## config.mk

```make
export PLATFORM = sky130hd
export DESIGN_NAME = llr_stream_buffer
export DESIGN_NICKNAME = d
export VERILOG_FILES = /design/src/rtl/llr_stream_buffer.sv
export SDC_FILE = /design/constraint.sdc
export NUM_CORES = 1
export LEC_CHECK = 0
export ABC_AREA = 1
export BUFFER_PORTS_ARGS = -buffer_cell sky130_fd_sc_hd__buf_2
export CORE_ASPECT_RATIO = 1.5
export CORE_MARGIN = 1
export CORE_UTILIZATION = 29
export CTS_CLUSTER_SIZE = 30
export DETAILED_ROUTE_END_ITERATION = 7
export GPL_ROUTABILITY_DRIVEN = 0
export MAX_ROUTING_LAYER = met4
export PLACE_DENSITY = 0.55
export SLEW_MARGIN = 20
export SYNTH_ARGS = -nofsm -noshare
export SYNTH_HDL_FRONTEND = slang
export SYNTH_SLANG_ARGS = --single-unit
```

## constraint.sdc

```tcl
create_clock -name i_clk -period 9.4 [get_ports i_clk]
set_input_delay 0.47 -clock i_clk [delete_from_list [all_inputs] [get_ports i_clk]]
set_output_delay 0.47 -clock i_clk [all_outputs]
set_load 0.005 [all_outputs]
```

## src/rtl/llr_stream_buffer.sv

```systemverilog
// llr_stream_buffer: output stage of the ML demodulator. Saturates a block of
// N_BITS soft-bit LLRs to LLR_OUT_W bits on each i_trig pulse, buffers up to DEPTH
// blocks and streams them one LLR per o_rd_vld/i_rd_rdy handshake. The hard bit is
// the LLR sign.
// Optional feature macro: ML_LLR_ZERO_SUB_EN (a saturated 0 is stored as +1).
// Ports:
//   i_clk, i_reset        clock, synchronous active-high reset
//   i_trig, i_llr_vec     block strobe and N_BITS packed signed LLRs
//   o_trig_rdy            buffer not full
//   o_overflow            sticky: block dropped because buffer was full
//   o_level               blocks stored, including a partially read head
//   i_rd_rdy, o_rd_vld    read handshake
//   o_llr, o_hard_bit     current saturated LLR and its sign
//   o_blk_last            current LLR is the last of its block
module llr_stream_buffer #(
    parameter int unsigned N_BITS    = 8,
    parameter int unsigned LLR_IN_W  = 12,
    parameter int unsigned LLR_OUT_W = 8,
    parameter int unsigned DEPTH     = 4
) (
    input  logic                            i_clk,
    input  logic                            i_reset,
    input  logic                            i_trig,
    input  logic [N_BITS*LLR_IN_W-1:0]      i_llr_vec,
    output logic                            o_trig_rdy,
    output logic                            o_overflow,
    output logic [$clog2(DEPTH):0]          o_level,
    input  logic                            i_rd_rdy,
    output logic                            o_rd_vld,
    output logic [LLR_OUT_W-1:0]            o_llr,
    output logic                            o_hard_bit,
    output logic                            o_blk_last
);

    localparam int unsigned PTR_W = $clog2(DEPTH);
    localparam int unsigned LVL_W = PTR_W + 1;
    localparam int unsigned IDX_W = $clog2(N_BITS);
    localparam int unsigned BLK_W = N_BITS * LLR_OUT_W;

    localparam logic signed [LLR_IN_W-1:0] SAT_MAX = LLR_IN_W'((2 ** (LLR_OUT_W - 1)) - 1);
    localparam logic signed [LLR_IN_W-1:0] SAT_MIN = -SAT_MAX;
    localparam logic [IDX_W-1:0]           IDX_LAST = IDX_W'(N_BITS - 1);
    localparam logic [LVL_W-1:0]           LVL_FULL = LVL_W'(DEPTH);

    // Symmetric clamp; the most-negative output code is never produced.
    function automatic logic [LLR_OUT_W-1:0] saturate(input logic signed [LLR_IN_W-1:0] x);
        logic signed [LLR_IN_W-1:0] c;
        if (x > SAT_MAX) begin
            c = SAT_MAX;
        end else if (x < SAT_MIN) begin
            c = SAT_MIN;
        end else begin
            c = x;
        end
`ifdef ML_LLR_ZERO_SUB_EN
        if (c == '0) begin
            c = LLR_IN_W'(1);
        end
`endif
        return LLR_OUT_W'(c);
    endfunction

    logic [BLK_W-1:0]     mem [DEPTH];
    logic [PTR_W-1:0]     wr_ptr, wr_ptr_n;
    logic [PTR_W-1:0]     rd_ptr, rd_ptr_n;
    logic [LVL_W-1:0]     level, level_n;
    logic [IDX_W-1:0]     bit_idx, bit_idx_n;
    logic                 overflow, overflow_n;
    logic                 trig_rdy, trig_rdy_n;
    logic                 rd_vld, rd_vld_n;
    logic [LLR_OUT_W-1:0] llr, llr_n;
    logic                 blk_last, blk_last_n;
    logic [BLK_W-1:0]     sat_blk;
    logic [BLK_W-1:0]     head_blk;
    logic                 push, pop, xfer;

    // Saturate all incoming lanes in parallel.
    always_comb begin
        sat_blk = '0;
        for (int k = 0; k < int'(N_BITS); k++) begin
            sat_blk[k*LLR_OUT_W +: LLR_OUT_W] = saturate(i_llr_vec[k*LLR_IN_W +: LLR_IN_W]);
        end
    end

    // Next-state and next-output computation; outputs are registered from this.
    always_comb begin
        push       = i_trig & trig_rdy;
        xfer       = rd_vld & i_rd_rdy;
        pop        = xfer && (bit_idx == IDX_LAST);
        wr_ptr_n   = wr_ptr + PTR_W'(push);
        rd_ptr_n   = rd_ptr + PTR_W'(pop);
        level_n    = level + LVL_W'(push) - LVL_W'(pop);
        overflow_n = overflow | (i_trig & ~trig_rdy);
        bit_idx_n  = bit_idx;
        if (xfer) begin
            bit_idx_n = pop ? '0 : bit_idx + IDX_W'(1);
        end
        // A block written into an empty (or just emptied) buffer becomes the head
        // at this edge, so forward it instead of reading the not-yet-written slot.
        head_blk   = (push && (level == LVL_W'(pop))) ? sat_blk : mem[rd_ptr_n];
        rd_vld_n   = (level_n != '0);
        trig_rdy_n = (level_n != LVL_FULL);
        llr_n      = '0;
        blk_last_n = 1'b0;
        if (rd_vld_n) begin
            llr_n      = head_blk[int'(bit_idx_n)*LLR_OUT_W +: LLR_OUT_W];
            blk_last_n = (bit_idx_n == IDX_LAST);
        end
    end

    // Block storage; contents need no reset since level gates visibility.
    always_ff @(posedge i_clk) begin
        if (!i_reset && push) begin
            mem[wr_ptr] <= sat_blk;
        end
    end

    // Control state and registered outputs.
    always_ff @(posedge i_clk) begin
        if (i_reset) begin
            wr_ptr   <= '0;
            rd_ptr   <= '0;
            level    <= '0;
            bit_idx  <= '0;
            overflow <= 1'b0;
            trig_rdy <= 1'b1;
            rd_vld   <= 1'b0;
            llr      <= '0;
            blk_last <= 1'b0;
        end else begin
            wr_ptr   <= wr_ptr_n;
            rd_ptr   <= rd_ptr_n;
            level    <= level_n;
            bit_idx  <= bit_idx_n;
            overflow <= overflow_n;
            trig_rdy <= trig_rdy_n;
            rd_vld   <= rd_vld_n;
            llr      <= llr_n;
            blk_last <= blk_last_n;
        end
    end

    assign o_trig_rdy = trig_rdy;
    assign o_overflow = overflow;
    assign o_level    = level;
    assign o_rd_vld   = rd_vld;
    assign o_llr      = llr;
    assign o_hard_bit = llr[LLR_OUT_W-1];
    assign o_blk_last = blk_last;

endmodule

```

After elaboration in Yosys (flattened, before gate mapping)
Memories as Yosys holds them, arrays and structs flattened.
Cells that the tools add are included.

word-level totals
  RAM bits = 256
  input bits = 100
  memories kept = 1
  bits in registers = 22

cells by class
  muxes and demuxes = 21
  reduce and logical (&&, ||, !) cells = 6
  equal/unequal tests = 4
  $add $sub $neg = 5
  bitwise operators = 6
  shift operators = 1
  magnitude comparators = 16

memories
  name  depth  width  rd ports  clocked after Yosys merged registers in  write ports  line  text
  mem   4      64     1         0                                        1            63    logic [BLK_W-1:0] mem [DEPTH];

operators by type and width
  cell                 number
  $mux 8               16
  $gt 12x8->1 const B  8
  $lt 12x8->1 const B  8
  $mux 64              1
  $shiftx 64x7->8      1
  $eq 3x3->1 const B   2
  $mux 3               2
  $add 2x1->2          2
  $add 3x1->3          1
  $add 3x1->3 const B  1
  $and 1x1->1          3
  $eq 3x1->1           1
  $logic_and 1x1->1    3
  $ne 3x3->1 const B   1
  $reduce_bool 3->1    1
  $sub 3x1->3          1
  $mux 1               2
  $not 1->1            2
  $reduce_or 2->1      1
  $logic_not 1->1      1
  $or 1x1->1           1

Longest topological paths before layout
Gate-level depths: netlist of run 1.

  depth after elaboration = 6
  gate-level depth with buffers = 20

Worst setup path after synthesis of run 1
No wires, ideal clock.

  kind = in2reg
  start point = in i_trig
  end point = mem mem[0][0] (netlist bit), enable pin
  required time = 8.835 ns
  setup time = 0.565 ns
  data arrival time = 5.043 ns
  stages on the path = 4
  setup slack = 3.792 ns
  path through = nand2_1 -> inv_1 -> nand2_1 -> nor3_1

on the way
  word-level cells in the longest chain between the ends = 4

ends and longest elaborated chain
  item                          line  text
  start: declaration            23    input logic i_trig,
  $and 1x1->1                   87    push = i_trig & trig_rdy;
  $logic_and 1x1->1             113   if (!i_reset && push) begin
  $mux 1                        113
  $mux 1 (not written as such)  114   mem[wr_ptr] <= sat_blk;
  end: declaration              63

Every way passes these cells.

Worst setup path after layout of run 1
  start point = reg bit_idx[0]
  end point = reg llr[2] (netlist: o_llr[2])

on the way
  word-level cells in the longest chain between the ends = 6

ends and longest elaborated chain
  item                      line  text
  start: declaration        67    logic [IDX_W-1:0] bit_idx, bit_idx_n;
  start signal: assignment  134   bit_idx <= bit_idx_n;
  $eq 3x3->1                89    pop = xfer && (bit_idx == IDX_LAST);
  $logic_and 1x1->1         89
  $add 2x1->2               91    rd_ptr_n = rd_ptr + PTR_W'(pop);
  net rd_ptr_n[0]           65    logic [PTR_W-1:0] rd_ptr, rd_ptr_n;
  $mem_v2 4x64              -
  $mux 64                   100   head_blk = (push && (level == LVL_W'(pop))) ? sat_blk : mem[rd_ptr_n];
  $shiftx 64x7->8           106   llr_n = head_blk[int'(bit_idx_n)*LLR_OUT_W +: LLR_OUT_W];
  end signal: assignment    138   llr <= llr_n;
  end: declaration          71    logic [LLR_OUT_W-1:0] llr, llr_n;

The timed path passes the listed nets, and every way through them passes these cells.
A chain may end at the register's enable or synchronous reset.

==> results of run 1 <==
layout make-up:
type / count / area (um2)
Sequential cell: 278 / 8130
Tap cell: 588 / 736
Multi-Input combinational cell: 1055 / 4410
Inverter: 155 / 583
Clock buffer: 32 / 694
Clock inverter: 17 / 141
Timing Repair Buffer: 129 / 681
Fill cell: 4761 / 30500
where the power goes:
part / internal [mW] / switching (mW)
Combinational: 0.168 / 0.410
Sequential: 1.43 / 0.0315
Clock: 0.583 / 0.457
Total: 2.18 / 0.898
path summary, 6_finish.rpt:
kind         startpoint         end  slack, ns  depth (start not counted)
max reg2reg  bit_idx[0]    o_llr[2]       4.77                         17
min              i_trig  o_overflow       0.18                          3
min reg2reg  o_overflow  o_overflow       0.48                          2
max          bit_idx[0]    o_llr[2]       4.77                         17
synth_stat cells, drive strengths merged:
master / n / area, um2
nand2: 680 / 2560
edfxtp: 256 / 7690
nor2: 171 / 652
inv: 155 / 582
o21ai: 67 / 347
buf: 57 / 373
a21oi: 53 / 265
nand3: 52 / 265
dfxtp: 22 / 440
clkbuf: 15 / 56.3
ha: 6 / 75.1
nor3: 4 / 20.0
or2: 4 / 25.0
o211ai: 3 / 22.5
a21o: 2 / 15.0
nand4: 2 / 12.5
o21bai: 2 / 15.0
a21boi: 1 / 7.51
a31oi: 1 / 6.26
and2: 1 / 6.26
fa: 1 / 20.0
mux2i: 1 / 10.0
nand3b: 1 / 7.51
nor4: 1 / 6.26
xnor2: 1 / 8.76
xor2: 1 / 8.76
critical path: cells and delay by family, from the launching register on:
| kind | cells | cell delay [ns] |
|---|---|---|
| DFF | 1 | 0.35 |
| adders and majority gates | 3 | 1.23 |
| AOI/OAI and AO/OA | 1 | 0.11 |
| buffers and inverters | 3 | 1.78 |
| and+or+nand+nor | 10 | 0.93 |
stage by stage:
step                std cells  utilization (%)  setup slack (ns)  area (um2)  hold slack [ns]
global route             2254             33.5              4.35       15400            0.173
finish                   2254             33.5              4.77       15400            0.179
CTS                      2254             33.5              4.68       15400            0.162
floorplan                1560                -              3.79       13500            0.460
global placement         2205             31.7              4.74       14500            0.443
detailed placement       2205             31.7              4.69       14500            0.465
routing by layer:
layer	GRT usage (%)	wire [um]
met4	4.64	777
met5	-	0
met3	1.51	1340
met2	30.1	19900
met1	17.6	14600
sequential cells by signal, summed over array words and instances, names as in the netlist, 2 cells and up:
name     count
mem        256
o_llr        8
bit_idx      3
o_level      3
rd_ptr       2
wr_ptr       2
kinds of logic after synthesis:
kind of cell	synth area share, %
and+or+nand+nor	26.3
AOI/OAI and AO/OA	5.03
buffers and inverters	7.49
DFF	60.2
adders and majority gates	0.705
xor gates and xnor gates	0.130
muxes	0.0742
==> impl.org, run 1 <==
** Timing
- Share of the cycle needed by the critical path after routing :: 49.2%
- The max-slew violation count was 0.
- Summed over all failing endpoints, the final setup total negative slack is 0 ns.
- For the pin with the worst max-slew slack, the measured transition is 1.04 ns.
- For the final database, setup skew stands at 0.0225 ns.
- The count of final hold-check violations came to 0.
- The clock period could shrink to 4.63 ns.
- Static timing analysis puts the maximum clock frequency at 0.216 GHz.
- Measured against its own limit, the worst slew margin works out to 30.9%.
- Final-report setup violation count :: 0
- Setup repair after global routing missed its margin :: false

** Hold path
- Class of the tightest hold or removal check :: input pin to flop

** Floorplan
- 116 I/O pins were placed.
- Die Area :: 47400 um2
- Die Span Y :: 266 um
- For this configuration, the core starts out at a cell density of 29.4%.
- The initialized floorplan defines 96 standard-cell rows.
- Placeable Area :: 45900 um2
- Measured along the x axis, the die boundary spans 178 um.

** Setup path
- The slowest stage of the critical path belongs to the cell clkinv_2.
- The critical path in this run is classified as flop to flop.
- Category of the worst setup path capture point :: flop
- At the worst endpoint, the required time is 9.79 ns.
- Cells along the critical path :: ha_1 > ha_1 > inv_2 > nor2_4 > ha_4 > clkinv_2 > buf_4 > nand2_1 > nand2_1 > nand2_1 > nand2_1 > nor2_1 > nor2_1 > nand2_1 > nand3_1 > nand3_1 > a21oi_1
- STA classifies the critical path startpoint as a flop.
- Along the worst path, the maximum fanout reaches 70.
- In this design, the stage delay of the slowest critical-path cell is 1.01 ns.
- Data on the critical path arrives at its endpoint at 5.02 ns.
- In this design, the critical path's most frequently occurring cell is nand2_1.

** Yosys
- Each instance of the synthesized netlist takes up on average 8.65 um2.
- Number of distinct library cells after synthesis :: 37
- Post-Synthesis Cells :: 1560
- Total of flip-flops plus latches after synthesis :: 278
- Sequential fraction of the synthesis area :: 60.2%
- After synthesis the cells add up to 13500 um2.
- For this run, the number of Yosys warnings is 0.
- The number of nets in the synthesized netlist is 1667.

** Global route
- Initial antenna violation count :: 0
- The via count of the first global-routing pass was 10000.
- Entering global routing, the biggest net connects 71 pins.
- Across every metal layer, demand over resource in global routing totals 16.0%.
- First-pass GRT wire length :: 56.3 mm
- Overflow after GRT :: 0

** CTS
- The number of hold buffers added after CTS was 0.
- Gates resized during post-CTS repair numbered 0.
- After clock tree synthesis, the clock-pin slew on the worst setup and hold paths is 0.06 ns.
- In this run the number of H-tree levels came out at 1.
- TritonCTS built the clock tree.
- For this design, the sink count on the clock tree is 278.
- Clk root buf :: clkbuf_16
- The longest clock path from root to sink contains 3 buffers.
- For the worst-skew pair, the clock arrives at the later sink with an insertion delay of 0.56 ns.
- After clock tree synthesis, the setup repair step added 0 buffers.
- Inserted Clock Buffers :: 27

** Final layout
- Synthesis-to-finish area growth :: 13.9%
- In the final design database the tool counted 1753 nets.
- Commonest cells after routing, fill and taps aside :: nand2_1 (677), edfxtp_1 (256), nor2_1 (169), inv_1 (148), buf_2 (115)
- Layout cells sized above 1 :: 11.7%
- Most common cell after layout, fill and taps aside :: nand2_1
- The number of antenna diodes in the final layout is 0.

** Power
- Power comes to 3.08 mW.
- Pwr Density :: 200 nW/um2
- Worst vdd rail ir drop :: 155 uV
- Lkg Pwr :: 6.79 nW

** Route
- Initial DRC Count :: 626
- The first TritonRoute pass finished after 6 iterations.
- In this run the remaining antenna-violating nets after routing total 0.
- Dividing the detail-routed via count by the number of cells gives 4.55.
- For this block, the routed nets add up to 36.5 mm of wire.
- For this run, design rule violations remaining after detail routing come to 0.
- DR vias :: 10200
- After detailed routing, the average wire length per cell comes to 16.2 um.

** Placed design
- Port buffering added 115 buffers.
- Once detailed placement completed, the half-perimeter wirelength came to 22.8 mm.

** Outcome
- The flow ran to the end, and the final reports show no timing, DRC or antenna violations.

** Job
- The tool flagged a number of max-cap violations equal to 0.
(Power assumes the default switching activity.)
==> run 2, diff against run 1 <==
Settings changed: PLACE_DENSITY 0.55 to 0.56.
Clock period 9.4 ns to 3.75 ns, I/O delays scaled along.
==> run 2 against run 1 <==
Net effect:
- setup slack lost 3.9 ns
- non-clock buffer count grew 21
- cell area grew 2.2%
- hold slack lost 0.14 ns
- clock power grew to 2.5 times the previous value
- via count grew 2.0%
- clock skew shrank 0.012 ns
- routed wire length shrank 0.22%
- critical path type unchanged
- largest cell class unchanged
- largest power group unchanged
==> impl.org, run 2 (synthesis results as in run 1) <==
** Outcome
- The run finished with clean final reports.

** Route
- The ratio of routed vias to standard cells is 4.60 (+1.1%).
- The detailed-route wire length was 36.5 mm (-0.22%).
- The number of search-and-repair iterations in the first detailed-routing pass is 5 (-1).
- The initial detailed-routing violation count was 538 (-14%).
- The overall via count from detail_route is 10500 (+2.0%).
- Average detailed-routed wire length per instance :: 16.0 um (-1.1%)
- The post-detailed-route count of antenna-violating nets is 0 (unchanged).
- DRC viols :: 0 (unchanged)

** Setup path
- Worst r2r dst :: o_llr[2]
- STA classifies the critical path endpoint as a flop.
- Cells along the critical path :: ha_1 > ha_1 > inv_2 > nor2_4 > ha_4 > clkinv_2 > buf_12 > nand2_1 > nand2_1 > nand2_1 > nand2_1 > nor2_1 > nor2_1 > nand2_1 > nand2_1 > nand2_1 > nand2_1 > inv_1 > a21oi_1
- The arrival time of the worst setup path came to 3.32 ns (-1.70 ns).
- Worst setup slack for register-to-register paths :: 0.86 ns (-3.92 ns)
- The worst endpoint required time came to 4.18 ns (-5.61 ns).
- The cell that appears most often on the critical path is nand2_1.
- Max stage delay on crit path :: 0.48 ns (-0.53 ns)
- The worst setup path is launched from a flop.
- On the critical path, the stage with the largest delay is an instance of ha_4.
- The worst-case reg-to-reg path depth came to 19 (+2).
- The setup path with the least slack is of type flop to flop.
- Highest net fanout along the worst path :: 65 (-7.1%)
- Startpoint of the lowest-slack register-to-register path :: bit_idx[0]

** Hold path
- For hold timing, the worst endpoint is mem[2][0].
- Beginning of the worst hold path :: i_llr_vec[0]
- The min-delay analysis places its worst path in the category input pin to flop.
- Hold Path Cell Cnt :: 3 (unchanged)

** Power
- The internal power consumption was 5.56 mW (+150%).
- The power dissipated by switching net loads is 2.24 mW (+150%).
- The clock network power share is 33.8% (about the same).
- Portion of total power attributed to combinational logic :: 18.9% (about the same)
- The power per standard cell area came to 496 nW/um2 (+150%).
- Lkg Pwr :: 6.94 nW (+2.2%)
- Part of the total power dissipated in sequential elements :: 47.3% (-0.2 points)
- Overall power consumption :: 7.80 mW (+150%)
- The worst vdd rail ir drop came to 390 uV (+150%).
- Switching share of total power :: 28.7% (-0.48 points)

** Final layout
- Most common cell after layout, fill and taps aside :: nand2_1
- Number of filler cells placed in the layout :: 4717 (-0.92%)
- In the layout the commonest cells are nand2_1 (677), edfxtp_1 (256), nor2_1 (169), inv_1 (148), buf_2 (115).
- Synthesis-to-finish area growth :: 16.5%
- Multi-input gate area in the final layout :: 4400 um2 (-0.31%)
- The flip-flop count of the largest register, all copies and words added is 256 (unchanged).
- The fraction of final layout cells with drive strength greater than 1 came to 12.0% (+0.33 points).
- The antenna diode count was 0 (unchanged).
- The final cell area excluding filler cells was 15700 um2 (+2.2%).
- Most flops, register :: mem
- The register area was 8130 um2 (unchanged).
- The final net count came to 1774 (+1.2%).

** CTS
- The number of hold-repair buffers added at the cts stage came to 11 (+11).
- # H-tree levels :: 1 (unchanged)
- The post-cts sizing count is 0 (unchanged).
- The root buffer cell chosen for the clock tree is clkbuf_16.
- The clock latency on the worst-skew pair was 0.54 ns (-0.02 ns).
- TritonCTS built the clock tree.
- Buffer count from post-CTS setup fixing :: 0 (unchanged)
- The maximum buffer depth of the clock tree is 3 (unchanged).
- The number of clock buffers inserted by TritonCTS was 27 (unchanged).
- Clock sink total :: 278 (unchanged)
- The clock slew at the register clock pins of the worst setup and hold paths is 0.06 ns (about the same).

** Global route
- The number of antenna violations at the first check in global routing came to 0 (unchanged).
- The wire length of the first global-routing pass came to 57.2 mm (+1.6%).
- The global-route total usage across every layer came to 16.1% (+0.071 points).
- Overflow after GRT :: 0 (unchanged)
- The pin count of the biggest net entering global routing is 66 (-7.0%).
- Number of global-route vias before repair :: 10400 (+3.9%)

** Floorplan
- Initial cell density of the core :: 29.4% (unchanged)
- The total core area came to 45900 um2 (unchanged).
- The overall die width is 178 um (unchanged).
- Die Span Y :: 266 um (unchanged)
- Row count :: 96 (unchanged)
- The area of the die came to 47400 um2 (unchanged).
- Number of ports placed on the die boundary :: 116 (unchanged)

** Timing
- Number of hold violations in the final report :: 0 (unchanged)
- Final critical delay including setup and external delays :: 2.89 ns (-1.73 ns)
- Skew final :: 0.0101 ns (-0.0124 ns)
- Setup repair after global routing missed its margin :: false
- The share of the cycle needed by the critical path after routing came to 77.2% (+28 points).
- The total negative slack for setup checks came to 0 ns (unchanged).
- Worst-case headroom to the max-slew limit :: 36.5% (+5.5 points)
- Final Max Slew Viols :: 0 (unchanged)
- Final setup slack of the worst path :: 0.855 ns (-3.92 ns)
- Worst slew pin tran :: 0.948 ns (-0.0877 ns)
- The number of endpoints failing setup at the final stage is 0 (unchanged).
- Peak clock frequency supported by timing :: 0.345 GHz (+60%)
- Tightest hold margin :: 0.0354 ns (-0.144 ns)

** Placed design
- Hpwl dp :: 23.2 mm (+1.9%)
- The number of port buffers was 115 (unchanged).
- Post-place setup slack :: 0.823 ns (-3.87 ns)
- Area after DPL :: 14700 um2 (+1.5%)

** Job
- The count of max-cap constraint violations is 0 (unchanged).
## run 2: routing by layer
metal / vias up / wire length (um) / part of all wire [%] / global-route usage (%)
li1: 5158 / - / - / -
met1: 4995 / 15100 / 41 / 18.3
met2: 237 / 18800 / 52 / 28.9
met3: 64 / 1340 / 3.7 / 1.56
met4: 0 / 1250 / 3.4 / 6.05
met5: - / 0 / 0 / -
## run 2: worst max path at each step
stage	startpoint	to	slack, ns	depth (start not counted)
floorplan	o_trig_rdy	mem[0][0]	-1.75	4
global placement	bit_idx[0]	o_llr[2]	0.86	19
CTS	bit_idx[0]	o_llr[2]	0.82	19
detailed placement	bit_idx[0]	o_llr[2]	0.82	19
finish	bit_idx[0]	o_llr[2]	0.86	19
global route	bit_idx[0]	o_llr[4]	0.58	19
## run 2: power by group through the flow
stage,clock (mW),combinational [mW],sequential [mW]
after global placement,0,1.47,3.76
after detailed placement,0,1.48,3.76
after CTS,2.69,1.50,3.69
after floorplan,0,0.910,3.72
after global routing,2.80,1.66,3.70
final,2.64,1.47,3.69
## run 2: layout make-up
cell class / instances / share of cell area [%]
clock buffer: 42 / 5.04
inverter: 155 / 3.71
multi-input combinational: 1055 / 28.0
tap: 588 / 4.68
sequential: 278 / 51.7
clock inverter: 7 / 0.422
timing repair buffer: 150 / 6.46
## run 2: through the flow
step / util, % / instances
after CTS: 34.3 / 2275
after global routing: 34.3 / 2275
final: 34.3 / 2275
after global placement: 32.1 / 2215
after floorplan: - / 1560
after detailed placement: 32.1 / 2215
## run 2: worst max-delay path, delay by kind of cell, from the launching register on
family	cells	cell delay [ns]
AOI/OAI and AO/OA	1	0.06
and+or+nand+nor	11	0.85
buffers and inverters	4	0.57
DFF	1	0.35
adders and majority gates	3	0.91
==> run 3, diff against run 2 <==
Clock period 3.75 ns to 2.5 ns, I/O delays scaled along.
==> run 3 against run 2 <==
Net effect:
- flip-flop and latch count unchanged
- largest cell class unchanged
- critical endpoint is now o_llr[3]
- first-iteration DRC count increased by 17%
- critical path depth down 2
- sequential power is 50% higher
- core utilization is 2.6 points higher
==> impl.org, run 3 (synthesis results as in run 1) <==
** CTS
- Clock transition at path regs :: 0.06 ns (about the same)
- The clock net sink count came to 278 (unchanged).
- The clock latency on the worst-skew pair was 0.56 ns (+0.02 ns).
- Buffers from clock root to sink, at most :: 3 (unchanged)
- # H-tree levels :: 1 (unchanged)
- The number of clock buffers inserted by TritonCTS came to 27 (unchanged).
- The tree is rooted in a clkbuf_16.
- TritonCTS built the clock tree.

** Setup path
- The worst-case reg-to-reg path depth was 17 (-2).
- Worst setup slack for register-to-register paths :: 0.02 ns (-0.84 ns)
- Startpoint of the lowest-slack register-to-register path :: bit_idx[0]
- STA classifies the critical path endpoint as a flop.
- The worst endpoint required time was 2.95 ns (-1.23 ns).
- Worst r2r dst :: o_llr[3]
- The critical path is of the flop to flop type.
- Arrival time reported for the critical path endpoint :: 2.93 ns (-0.39 ns)
- Crit path launch type :: flop
- Highest net fanout along the worst path :: 7 (-89%)

** Timing
- Number of hold violations in the final report :: 0 (unchanged)
- The transition time at the pin with the least slew margin is 0.795 ns (-0.153 ns).
- The number of endpoints failing setup at the final stage was 0 (unchanged).
- The worst-case headroom to the max-slew limit was 46.8% (+10 points).
- The max-slew violation count was 0 (unchanged).
- Setup repair after global routing missed its margin :: true
- The share of the cycle needed by the critical path after routing came to 99.4% (+22 points).
- Final critical delay including setup and external delays :: 2.48 ns (-0.410 ns)
- The upper clock frequency limit was 0.402 GHz (+17%).
- Skew final :: 0.0192 ns (+0.00904 ns)

** Global route
- Number of global-route vias before repair :: 10600 (+2.2%)
- The wire length of the first global-routing pass was 59.5 mm (+4.1%).
- The number of antenna violations at the first check in global routing was 2 (+2).
- The leftover overflow at the end of global routing was 0 (unchanged).
- GRT Resource Usage Total :: 17.0% (+0.89 points)
- Pin count of the biggest net entering global routing :: 65 (-1.5%)

** Route
- The number of search-and-repair iterations in the first detailed-routing pass is 7 (+2).
- Average detailed-routed wire length per instance :: 16.7 um (+4.4%)
- DRC viols :: 0 (unchanged)
- Top metal layer carrying routed signals :: met4
- Initial DRC Count :: 628 (+17%)
- The ratio of routed vias to standard cells is 4.64 (+0.93%).
- The overall via count from detail_route came to 10900 (+3.9%).
- The detailed-route wire length is 39.2 mm (+7.5%).
- The post-detailed-route count of antenna-violating nets came to 0 (unchanged).
- The met1 wire length came to 14.6 mm (-2.8%).
- The sum of met3 wire segment lengths after detailed routing came to 2.03 mm (+52%).
- The total length of routed met2 wires is 21.0 mm (+12%).

** Final layout
- The final cell area excluding filler cells is 16900 um2 (+7.7%).
- Core occupancy in the finished layout :: 36.9% (+2.6 points)
- Leaving out fill and tap cells, the most frequent cell in the layout is nand2_1.
- The area growth from synthesis to layout is 25.4%.
- Number of flip-flops in the largest register :: 256 (unchanged)
- Layout cells sized above 1 :: 17.9% (+5.9 points)
- Final standard cell count with taps included and fillers excluded :: 2341 (+2.9%)
- The final net count came to 1838 (+3.6%).
- The library cells used most frequently in the layout, excluding fill and tap cells, are nand2_1 (662), edfxtp_1 (256), nor2_1 (167), inv_1 (144), buf_2 (115).
- Most flops, register :: mem

** Floorplan
- Die Span Y :: 266 um (unchanged)
- The overall die width was 178 um (unchanged).
- Number of ports placed on the die boundary :: 116 (unchanged)
- Row count :: 96 (unchanged)
- Placeable Area :: 45900 um2 (unchanged)
- The effective utilization at floorplan came to 29.4% (unchanged).
- Die Area :: 47400 um2 (unchanged)

** Placed design
- Hpwl dp :: 25.5 mm (+9.7%)
- The number of port buffers came to 115 (unchanged).
- The placed instance count was 2246 (+1.4%).
- Area after DPL :: 15100 um2 (+2.6%)

** Power
- The proportion of power drawn by flip-flops and latches was 46.0% (-1.3 points).
- The worst vdd rail ir drop was 336 uV (-14%).
- Overall power consumption :: 12.0 mW (+54%)
- The power per standard cell area came to 711 nW/um2 (+43%).
- Share of power burned in the clock network :: 33.0% (-0.8 points)
- The net switching fraction of the power was 29.4% (+0.77 points).
- The static power due to leakage was 7.47 nW (+7.7%).
- Portion of total power attributed to combinational logic :: 21.0% (+2.1 points)
- Switch Pwr :: 3.54 mW (+58%)
- Internal power :: 8.49 mW (+53%)

** Job
- The count of max-cap constraint violations is 0 (unchanged).

** Hold path
- The worst hold path begins at i_llr_vec[4].
- The path class of the tightest hold or removal check is input pin to flop.
- Destination of the worst hold path :: mem[2][4]
- Hold Path Cell Cnt :: 3 (unchanged)

** Outcome
- The run finished with clean final reports.
-- run 3: what timing repair did --
action / CTS / global route
endpoints found under the hold margin: 65 / 0
resized for setup: 46 / 58
hold buffers: 17 / 0
endpoints found under the setup margin: 9 / 11
pin swaps: 30 / 42
setup buffers: 9 / 6
cloned: 7 / 6
-- run 3: worst max-delay path, cell delays in order (launching register included) --
cell and delay (ns):
dfxtp_2 0.33, ha_4 0.16, ha_4 0.16, inv_4 0.05, nor2_4 0.05, ha_4 0.37
clkinv_8 0.13, bufbuf_16 0.29, nand2_1 0.06, nand2_1 0.05, nand2_1 0.06, nand2_1 0.06
nor2_1 0.10, nor2_1 0.05, nand2_1 0.14, nand3_1 0.13, nand3_2 0.11, a21oi_2 0.06
-- run 3: how the worst max path moves through the flow --
stage	cells past startpoint	end	from	slack, ns
after global placement	16	o_llr[4]	bit_idx[0]	-0.06
after floorplan	4	mem[3][0]	o_trig_rdy	-0.08
after global routing	20	o_llr[1]	bit_idx[1]	-0.13
after detailed placement	16	o_llr[4]	bit_idx[0]	-0.16
final	17	o_llr[3]	bit_idx[0]	0.02
after CTS	13	o_blk_last	bit_idx[0]	0.03
-- run 3: layout make-up --
type                    instances  area [um2]
fillers                      4624       29000
flip-flops and latches        278        8130
multi-input cells            1055        4650
repair buffers                214        1960
well taps                     588         736
clock buffers                  36         729
inverters                     155         597
clock inverters                13         116
diodes                          2        5.00
-- run 3: through the flow --
step	hold WS [ns]	worst slack, ns	setup TNS (ns)
3_3_place_gp	0.387	-0.0570	-0.104
3_5_place_dp	0.387	-0.160	-0.485
4_1_cts	0.0133	0.0253	0
5_1_grt	0.0506	-0.133	-0.793
2_1_floorplan	0.220	-0.0775	-15.39
6_report	0.0258	0.0154	0
-- run 3: power by group through the flow --
stage / Combinational (mW) / Clock [mW] / Sequential, mW
finish: 2.53 / 3.97 / 5.54
global route: 2.79 / 4.21 / 5.55
detailed placement: 2.30 / 0 / 5.62
global placement: 2.29 / 0 / 5.63
CTS: 2.45 / 4.02 / 5.53
floorplan: 1.38 / 0 / 5.57
-- run 3: per-layer routing --
| metal | up-vias | track usage (%) |
|---|---|---|
| met2 | 320 | 30.9 |
| li1 | 5318 | - |
| met4 | 0 | 6.81 |
| met5 | - | - |
| met3 | 79 | 1.93 |
| met1 | 5140 | 18.6 |
